File: config.mk
export PLATFORM = sky130hd
export DESIGN_NAME = ahb3lite_write_slave_mem
export DESIGN_NICKNAME = d
export VERILOG_FILES = /design/src/rtl/ahb3lite_pkg.sv /design/src/rtl/ahb_slave_ram.sv /design/src/rtl/ahb3lite_write_slave_mem.sv
export SDC_FILE = /design/constraint.sdc
export NUM_CORES = 2
export LEC_CHECK = 0
export CAP_MARGIN = 15
export CORE_MARGIN = 4
export CORE_UTILIZATION = 26
export DETAILED_ROUTE_END_ITERATION = 8
export GPL_TIMING_DRIVEN = 0
export MAX_ROUTING_LAYER = met4
export PLACE_DENSITY = 0.44
export SETUP_SLACK_MARGIN = 0.4
export SLEW_MARGIN = 10
export SYNTH_ARGS = -nofsm -noshare
export SYNTH_HDL_FRONTEND = slang
export SYNTH_SLANG_ARGS = --single-unit
File: constraint.sdc
create_clock -name HCLK -period 5.3 [get_ports HCLK]
set_input_delay 0.53 -clock HCLK [delete_from_list [all_inputs] [get_ports HCLK]]
set_output_delay 0.53 -clock HCLK [all_outputs]
set_load 0.02 [all_outputs]
File: src/rtl/ahb3lite_pkg.sv
// Shared AHB-Lite types for the write-only slave: transfer/response/burst encodings,
// slave FSM states and the debug view exported by the top level.
package ahb3lite_pkg;

   typedef enum logic [1:0] {IDLE = 2'b00, BUSY = 2'b01, NONSEQ = 2'b10, SEQ = 2'b11} HTRANS_state;
   typedef enum logic {OKAY = 1'b0, ERROR = 1'b1} HRESP_state;
   typedef enum logic [2:0] {SINGLE, INCR, WRAP4, INCR4, WRAP8, INCR8, WRAP16, INCR16} HBURST_Type;
   typedef enum logic [1:0] {S_IDLE, S_WAIT, S_ERR1, S_ERR2} slave_state;

   localparam logic [2:0] HSIZE_BYTE     = 3'b000;
   localparam logic [2:0] HSIZE_HALFWORD = 3'b001;
   localparam logic [2:0] HSIZE_WORD     = 3'b010;

   localparam logic [5:0] BEAT_CNT_MAX = 6'd63;
   localparam logic [7:0] ERR_CNT_MAX  = 8'd255;

   typedef struct packed {
      slave_state state;
      HBURST_Type burst;
      logic [3:0] wait_cnt;
      logic       dp_valid;
   } slave_dbg_t;

   function automatic logic is_active(input HTRANS_state t);
      return (t == NONSEQ) || (t == SEQ);
   endfunction

endpackage

File: src/rtl/ahb_slave_ram.sv
// DEPTH x 32 storage: one synchronous write port, one asynchronous read port.
// A read of the word being written shows the old value until the write edge.
module ahb_slave_ram #(
   parameter int DEPTH = 64,
   parameter int IDX_W = $clog2(DEPTH)
) (
   input  logic             clk,
   input  logic             we,
   input  logic [IDX_W-1:0] wr_idx,
   input  logic [31:0]      wr_data,
   input  logic [IDX_W-1:0] rd_idx,
   output logic [31:0]      rd_data
);

   logic [31:0] mem [DEPTH];

   always_ff @(posedge clk) begin
      if (we) begin
         mem[wr_idx] <= wr_data;
      end
   end

   assign rd_data = mem[rd_idx];

endmodule

File: src/rtl/ahb3lite_write_slave_mem.sv
// AHB-Lite write-only slave with programmable wait states and a two-cycle ERROR response.
// Address-phase register, response FSM and beat/error statistics live here; storage is ahb_slave_ram.
module ahb3lite_write_slave_mem
   import ahb3lite_pkg::*;
#(
   parameter int          DEPTH     = 64,
   parameter logic [31:0] BASE_ADDR = 32'h0,
   parameter int          IDX_W     = $clog2(DEPTH)
) (
   input  logic             HCLK,
   input  logic             HRESET,
   input  logic [31:0]      HADDR,
   input  logic [31:0]      HWDATA,
   input  logic             HWRITE,
   input  HBURST_Type       HBURST,
   input  logic [2:0]       HSIZE,
   input  HTRANS_state      HTRANS,
   output logic             HREADY,
   output HRESP_state       HRESP,
   input  logic [3:0]       i_wait_cycles,
   input  logic [IDX_W-1:0] i_rd_idx,
   output logic [31:0]      o_rd_data,
   output logic [5:0]       o_beat_cnt,
   output logic [31:0]      o_last_addr,
   output logic [7:0]       o_err_cnt,
   output slave_dbg_t       o_dbg
);

   localparam logic [31:0] DEPTH_W = 32'(DEPTH);

   // Valid/ready: a beat is handed over when HREADY=1 and HTRANS is NONSEQ/SEQ; its data phase
   // occupies the following cycles and completes (HWDATA sampled) on the next cycle with HREADY=1.
   slave_state       state_q, state_d;
   logic [3:0]       cnt_q, cnt_d;
   logic             hready_q, hready_d;
   HRESP_state       hresp_q, hresp_d;
   logic             dp_ok_q, dp_ok_d;
   logic             dp_nonseq_q, dp_nonseq_d;
   logic [31:0]      ap_addr_q, ap_addr_d;
   logic [IDX_W-1:0] ap_idx_q, ap_idx_d;
   HBURST_Type       burst_q, burst_d;
   logic [5:0]       beat_cnt_q, beat_cnt_d;
   logic [31:0]      last_addr_q, last_addr_d;
   logic [7:0]       err_cnt_q, err_cnt_d;

   logic        accept;
   logic        legal;
   logic        wr_en;
   logic [31:0] haddr_off;

   assign haddr_off = HADDR - BASE_ADDR;
   assign accept    = hready_q && is_active(HTRANS);
   assign legal     = HWRITE && (HSIZE == HSIZE_WORD) && (HADDR >= BASE_ADDR) && (haddr_off < DEPTH_W);
   assign wr_en     = hready_q && dp_ok_q;

   always_comb begin
      state_d     = state_q;
      cnt_d       = cnt_q;
      hready_d    = hready_q;
      hresp_d     = hresp_q;
      dp_ok_d     = dp_ok_q;
      dp_nonseq_d = dp_nonseq_q;
      ap_addr_d   = ap_addr_q;
      ap_idx_d    = ap_idx_q;
      burst_d     = burst_q;
      beat_cnt_d  = beat_cnt_q;
      last_addr_d = last_addr_q;
      err_cnt_d   = err_cnt_q;

      if (wr_en) begin
         if (dp_nonseq_q) begin
            beat_cnt_d = 6'd1;
         end else if (beat_cnt_q != BEAT_CNT_MAX) begin
            beat_cnt_d = beat_cnt_q + 6'd1;
         end
         last_addr_d = ap_addr_q;
      end

      // Outputs are registered, so the response of a beat is decided when its address is accepted.
      if (hready_q) begin
         if (accept) begin
            ap_addr_d   = HADDR;
            ap_idx_d    = haddr_off[IDX_W-1:0];
            burst_d     = HBURST;
            dp_nonseq_d = (HTRANS == NONSEQ);
            if (!legal) begin
               state_d  = S_ERR1;
               hready_d = 1'b0;
               hresp_d  = ERROR;
               dp_ok_d  = 1'b0;
            end else if (i_wait_cycles == 4'd0) begin
               state_d  = S_IDLE;
               hready_d = 1'b1;
               hresp_d  = OKAY;
               dp_ok_d  = 1'b1;
            end else begin
               state_d  = S_WAIT;
               cnt_d    = i_wait_cycles - 4'd1;
               hready_d = 1'b0;
               hresp_d  = OKAY;
               dp_ok_d  = 1'b1;
            end
         end else begin
            state_d  = S_IDLE;
            hready_d = 1'b1;
            hresp_d  = OKAY;
            dp_ok_d  = 1'b0;
         end
      end else begin
         unique case (state_q)
            S_WAIT: begin
               if (cnt_q == 4'd0) begin
                  state_d  = S_IDLE;
                  hready_d = 1'b1;
               end else begin
                  cnt_d = cnt_q - 4'd1;
               end
            end
            S_ERR1: begin
               state_d  = S_ERR2;
               hready_d = 1'b1;
               hresp_d  = ERROR;
               if (err_cnt_q != ERR_CNT_MAX) begin
                  err_cnt_d = err_cnt_q + 8'd1;
               end
            end
            default: begin
               state_d  = S_IDLE;
               hready_d = 1'b1;
               hresp_d  = OKAY;
               dp_ok_d  = 1'b0;
            end
         endcase
      end
   end

   always_ff @(posedge HCLK) begin
      if (HRESET) begin
         state_q     <= S_IDLE;
         cnt_q       <= '0;
         hready_q    <= 1'b1;
         hresp_q     <= OKAY;
         dp_ok_q     <= 1'b0;
         dp_nonseq_q <= 1'b0;
         ap_addr_q   <= '0;
         ap_idx_q    <= '0;
         burst_q     <= SINGLE;
         beat_cnt_q  <= '0;
         last_addr_q <= '0;
         err_cnt_q   <= '0;
      end else begin
         state_q     <= state_d;
         cnt_q       <= cnt_d;
         hready_q    <= hready_d;
         hresp_q     <= hresp_d;
         dp_ok_q     <= dp_ok_d;
         dp_nonseq_q <= dp_nonseq_d;
         ap_addr_q   <= ap_addr_d;
         ap_idx_q    <= ap_idx_d;
         burst_q     <= burst_d;
         beat_cnt_q  <= beat_cnt_d;
         last_addr_q <= last_addr_d;
         err_cnt_q   <= err_cnt_d;
      end
   end

   ahb_slave_ram #(
      .DEPTH (DEPTH),
      .IDX_W (IDX_W)
   ) u_ram (
      .clk     (HCLK),
      .we      (wr_en),
      .wr_idx  (ap_idx_q),
      .wr_data (HWDATA),
      .rd_idx  (i_rd_idx),
      .rd_data (o_rd_data)
   );

   assign HREADY         = hready_q;
   assign HRESP          = hresp_q;
   assign o_beat_cnt     = beat_cnt_q;
   assign o_last_addr    = last_addr_q;
   assign o_err_cnt      = err_cnt_q;
   assign o_dbg.state    = state_q;
   assign o_dbg.burst    = burst_q;
   assign o_dbg.wait_cnt = cnt_q;
   assign o_dbg.dp_valid = dp_ok_q;

endmodule
Yosys cells after proc, flatten, opt, wreduce, memory -nomap -nowiden
Memories as Yosys holds them, arrays and structs flattened.
Cells that the tools add are included.

operators by class
  bitwise gates (word level) = 1
  reductions and logical operators = 15
  muxes and demuxes = 30
  $lt $le $gt $ge = 2
  add/subtract/negate cells = 4
  equality and inequality tests = 14

operators with widths
  kind                                                    count
  >= comparator 32 x 1 -> 1 bit (second input constant)   1
  < comparator 32 x 7 -> 1 bit (second input constant)    1
  two-way mux 4 bit                                       6
  two-way mux 1 bit                                       16
  two-way mux 6 bit                                       2
  adder 8 x 1 -> 8 bit (second input constant)            1
  logical NOT 4 bit                                       2
  two-way mux 2 bit                                       4
  inequality test 8 bit (second input constant)           1
  subtractor 4 x 1 -> 4 bit (second input constant)       2
  adder 6 x 1 -> 6 bit (second input constant)            1
  == test 2 bit (second input constant)                   3
  inequality test 2 x 1 -> 1 bit (second input constant)  3
  inequality test 2 bit (second input constant)           3
  inequality test 6 bit (second input constant)           1
  logical AND 1 bit                                       5
  AND reduction 5 bit                                     1
  one-hot mux 2 bit (2 select lines)                      1
  AND reduction 2 bit                                     2
  nonzero test 2 bit                                      2
  == test 3 x 2 -> 1 bit (second input constant)          1
  inequality test 3 bit (second input constant)           1
  AND reduction 3 bit                                     1
  == test 2 x 1 -> 1 bit (second input constant)          1
  other kinds (4)                                         4

word-level totals
  memories = 1
  output and inout port bits = 90
  bits in writable memories = 2048
  bits in registers = 97
  word-level logic and storage cells = 79
  input port bits = 85

memory list
  name       depth  bits a word  rd ports  clocked after Yosys merged registers in  write ports  RTL line             source
  u_ram.mem  64     32           1         0                                        1            ahb_slave_ram.sv:15  logic [31:0] mem [DEPTH];

Longest topological paths before layout
  depth after elaboration = 7
  gate-level depth with buffers = 10
  gate-level depth less buffers = 7

By module
Synthesis repeated with hierarchy kept, for this count alone.

unflattened totals
  cells, all modules = 3727
  area, all modules = 81411.8 µm²

by module, submodules not included
  module                    cells each  area an instance (µm²)  sequential area each (µm²)  times used
  ahb_slave_ram             3292        77874.7                 61499.0                     1
  ahb3lite_write_slave_mem  435         3537.1                  1821.7                      1

Least setup slack after synthesis
OpenSTA, ideal clock, no wires.

  path type = reg-to-reg
  start point = register hready_q, in the netlist HREADY
  end point = memory u_ram.mem[40][0], enable pin
  period minus slack after synthesis = 3.852 ns
  stages on the path, launching flop included = 6
  data required time = 4.839 ns
  data arrival time = 3.391 ns
  buffers on the path = 1
  setup slack = 1.448 ns
  setup time = 0.461 ns
  cell sequence = dfxtp_1 clkbuf_1 nand2_1 nor2_1 nand2_1 nor3_1

on the way
  word-level cells in the longest chain between the ends = 3

RTL lines
  element                                  RTL line                         source
  start, declared                          ahb3lite_write_slave_mem.sv:35   logic hready_q, hready_d;
  start signal, assigned                   ahb3lite_write_slave_mem.sv:154  hready_q <= hready_d;
  logical AND 1 bit                        ahb3lite_write_slave_mem.sv:54   assign wr_en = hready_q && dp_ok_q;
  two-way mux 1 bit                        ahb_slave_ram.sv:18              if (we) begin
  two-way mux 1 bit (not written as such)  ahb_slave_ram.sv:19              mem[wr_idx] <= wr_data;
  end, declared                            ahb_slave_ram.sv:15

No other way between the ends.

Worst setup path after layout
  start point = input port i_rd_idx[1]
  end point = output port o_rd_data[24]

on the way
  word-level cells in the longest chain between the ends = 1

RTL lines
  element                    RTL line                        source
  start, declared            ahb3lite_write_slave_mem.sv:21  input logic [IDX_W-1:0] i_rd_idx,
  memory read (64 x 32 bit)  --
  end, declared              ahb3lite_write_slave_mem.sv:22  output logic [31:0] o_rd_data,

No other way between the ends.

==> out/results.ini <==
[status]
status = completed

[synth]
synth_edf_count = 2048
synth_area_um2 = 81100
synth-seq-cells = 2139
synth-async-reset-ratio_pct = 0
synthesis.nets = 3896
yosysSeqAreaShare_pct = 78.1
ys.flop_type = edfxtp_1
ys_warn_count = 0
netlist_instances = 3806
synth.avg_cell_area_um2 = 21.3
ys_types = 53

[sta]
fmax_mhz = 201
rsz0062_at_grt = true
slew_headroom_pct = 27.7
hold_viol_final = 0
finalMaxSlewViolations = 0
setup_slack_ns = 0.332
fin_tns_setup_ns = 0
layout_min_cycle_time_ns = 4.97
tightest_slew_ns = 1.08
fin_skew_ns = 0.0536
period_share_pct = 93.7
final-setup-viol-count = 0

[drt]
drc = 0
drt_iter0_drc = 4423
finalWirelength_um = 264000
ant_nets = 0
dr_total_vias = 41511
dr.pass1.iters = 5
routed_via_density = 4.82
wl_per_cell_um = 30.7

[final_layout]
fin_util_pct = 31.6
drive_above_1_share_pct = 26.8
area_growth_pct = 20.8
design_area_um2 = 97900
layout_commonest_cell = edfxtp_1
layout_common_cells = 2048 x edfxtp_1, 484 x mux4_2, 229 x clkbuf_16, 185 x a22oi_1, 167 x nand2_1
nets = 4413

[critical_path]
cp.arrival_ns = 4.44
critical_path.slowest_cell = clkdlybuf4s50_1
path_cells = dlygate4sd2_1, buf_4, buf_4, nor2_2, buf_6, clkbuf_2, a22o_1, o21ai_1, o21ai_2, and3_1, clkdlybuf4s50_1
timing.critical_path.fanout_max = 10
cpMostUsedCell = buf_4
slowest_delay_ns = 0.58
rrSetupSlack_ns = 1.04
cp-end-kind = output pin
cp-start-kind = primary input
reg2reg_depth = 6
cp.required_ns = 4.77
path_class = in2out

[global_route]
grt_pass1_wl_um = 361000
grt_pass1_vias = 42484
grt_usage_pct = 16.5
antenna_found_initial = 25
overflow = 0
grt_max_degree = 65

[place]
port_buffers = 171
place_area_um2 = 90700
gp_congestion = 0.832
post-place-ws_ns = -0.992
dp_hpwl_um = 183000

[power_and_ir_drop]
p_leak_uw = 0.0299
p_total_uw = 35600
pwr_density_cell_nw_per_um2 = 364
vdd_drop_max_uv = 313

[clocking]
clk-insertion-delay-late_ns = 0.89
cts_max_level = 4
cts.sinks = 2139
cts_tree = done
cts_buffer_depth = 4
cts_buffers = 226
root_buffer = clkbuf_16
clkTransAtPathRegs_ns = 0.06

[job]
drv_cap = 0

[floorplanning]
initial_core_util_pct = 26.2
fp.dieH_um = 566
io_pins = 175
die_w_um = 566
coreArea_um2 = 310000
std_cell_rows = 204
dieArea_um2 = 321000

[min_path]
worstHoldPathCells = 1
hold_path_class = in2reg

-- timing repair --
action                                  in CTS  in global routing
hold buffers                                 3                  0
gates cloned                                 0                  0
endpoints found under the setup margin      32                 13
gates resized for setup                    161                 17
endpoints found under the hold margin       36                  0
setup buffers                                1                  0
-- power by group --
part	internal (uW)	total [uW]	switching (uW)
clock network	8450	15000	6570
logic	697	2090	1390
registers	18500	18500	10.8
total	27700	35600	7970
-- cell families after synthesis --
group                    synth area share [%]
AO/OA/AOI/OAI                            3.86
XOR/XNOR                               0.0864
adder cells (fa/ha/maj)                0.0771
buffers and inverters                    1.33
flip-flops                               78.1
multiplexers                             14.1
AND/OR/NAND/NOR                          2.44
-- path summary, 6_finish.rpt --
kind	startpoint	endpoint
worst max-delay path	i_rd_idx[1]	o_rd_data[24]
worst min-delay path	HWDATA[9]	u_ram.mem[9][9]$_DFFE_PP_
worst max register to register	HREADY$_SDFF_PP1_	u_ram.mem[30][8]$_DFFE_PP_
worst min register to register	ap_addr_q[30]$_SDFFE_PP0P_	o_last_addr[30]$_SDFFE_PP0P_
-- critical path: cells and delay by family --
kind                   cells  cell delay [ns]
buffers and inverters      6             2.25
AO/OA/AOI/OAI              3             1.12
AND/OR/NAND/NOR            2             0.49
-- routing by layer --
metal | share of wire (%) | routed length [um] | global-route usage (%) | vias to the layer above
li1 | - | - | - | 17064
met1 | 43 | 113000 | 21.9 | 22721
met2 | 49 | 130000 | 27.0 | 1381
met3 | 5.6 | 14900 | 2.53 | 345
met4 | 2.4 | 6290 | 3.69 | 0
met5 | 0 | 0 | - | -
-- synth_stat cells, types with 5 or more instances --
master	count	area, um2
nor3_1	9	45.0
a22oi_1	187	1400
buf_6	11	124
a21boi_0	7	52.6
dfxtp_1	91	1820
nor2_1	94	353
buf_4	11	82.6
o22ai_1	28	175
xnor2_1	6	52.6
and2_1	5	31.3
nor4_1	10	62.6
nand2b_1	11	68.8
a21oi_1	96	480
buf_2	77	385
o21ai_0	31	155
mux2i_1	54	541
o211a_1	5	50.1
nand3_1	56	280
a2111oi_0	8	70.1
o211ai_1	25	188
a22o_1	38	333
nor2b_1	25	156
mux4_2	484	10900
ha_1	5	62.6
inv_1	6	22.5
o21ai_1	15	75.1
edfxtp_1	2048	61500
and3_1	22	138
nand4_1	5	31.3
clkbuf_1	111	417
nand2_1	167	627
buf_1	12	45.0
a211oi_1	7	52.6
-- sequential cells by signal (all words and copies together), names as in the netlist --
signal / flops
HREADY: 1
HRESP: 1
ap_addr_q: 32
burst_q: 3
cnt_q: 4
dp_nonseq_q: 1
dp_ok_q: 1
o_beat_cnt: 6
o_err_cnt: 8
o_last_addr: 32
state_q: 2
u_ram.mem: 2048
-- cell type report --
| cell class | instances | area [um2] |
|---|---|---|
| timing repair buffer | 289 | 4020 |
| clock inverter | 109 | 857 |
| inverter | 6 | 22.5 |
| buffer | 223 | 1200 |
| clock buffer | 275 | 5920 |
| sequential | 2139 | 63300 |
| antenna | 7 | 17.5 |
| multi-input combinational | 1438 | 17400 |
| tap | 4120 | 5150 |
| fill | 29648 | 212000 |
-- per-stage QoR --
stage	hold slack, ns	instances
2_1_floorplan	0.432	3806
3_3_place_gp	0.447	8097
3_5_place_dp	0.444	8211
4_1_cts	0.0153	8599
5_1_grt	0.0493	8604
6_report	0.0844	8606
(Power assumes the default switching activity.)
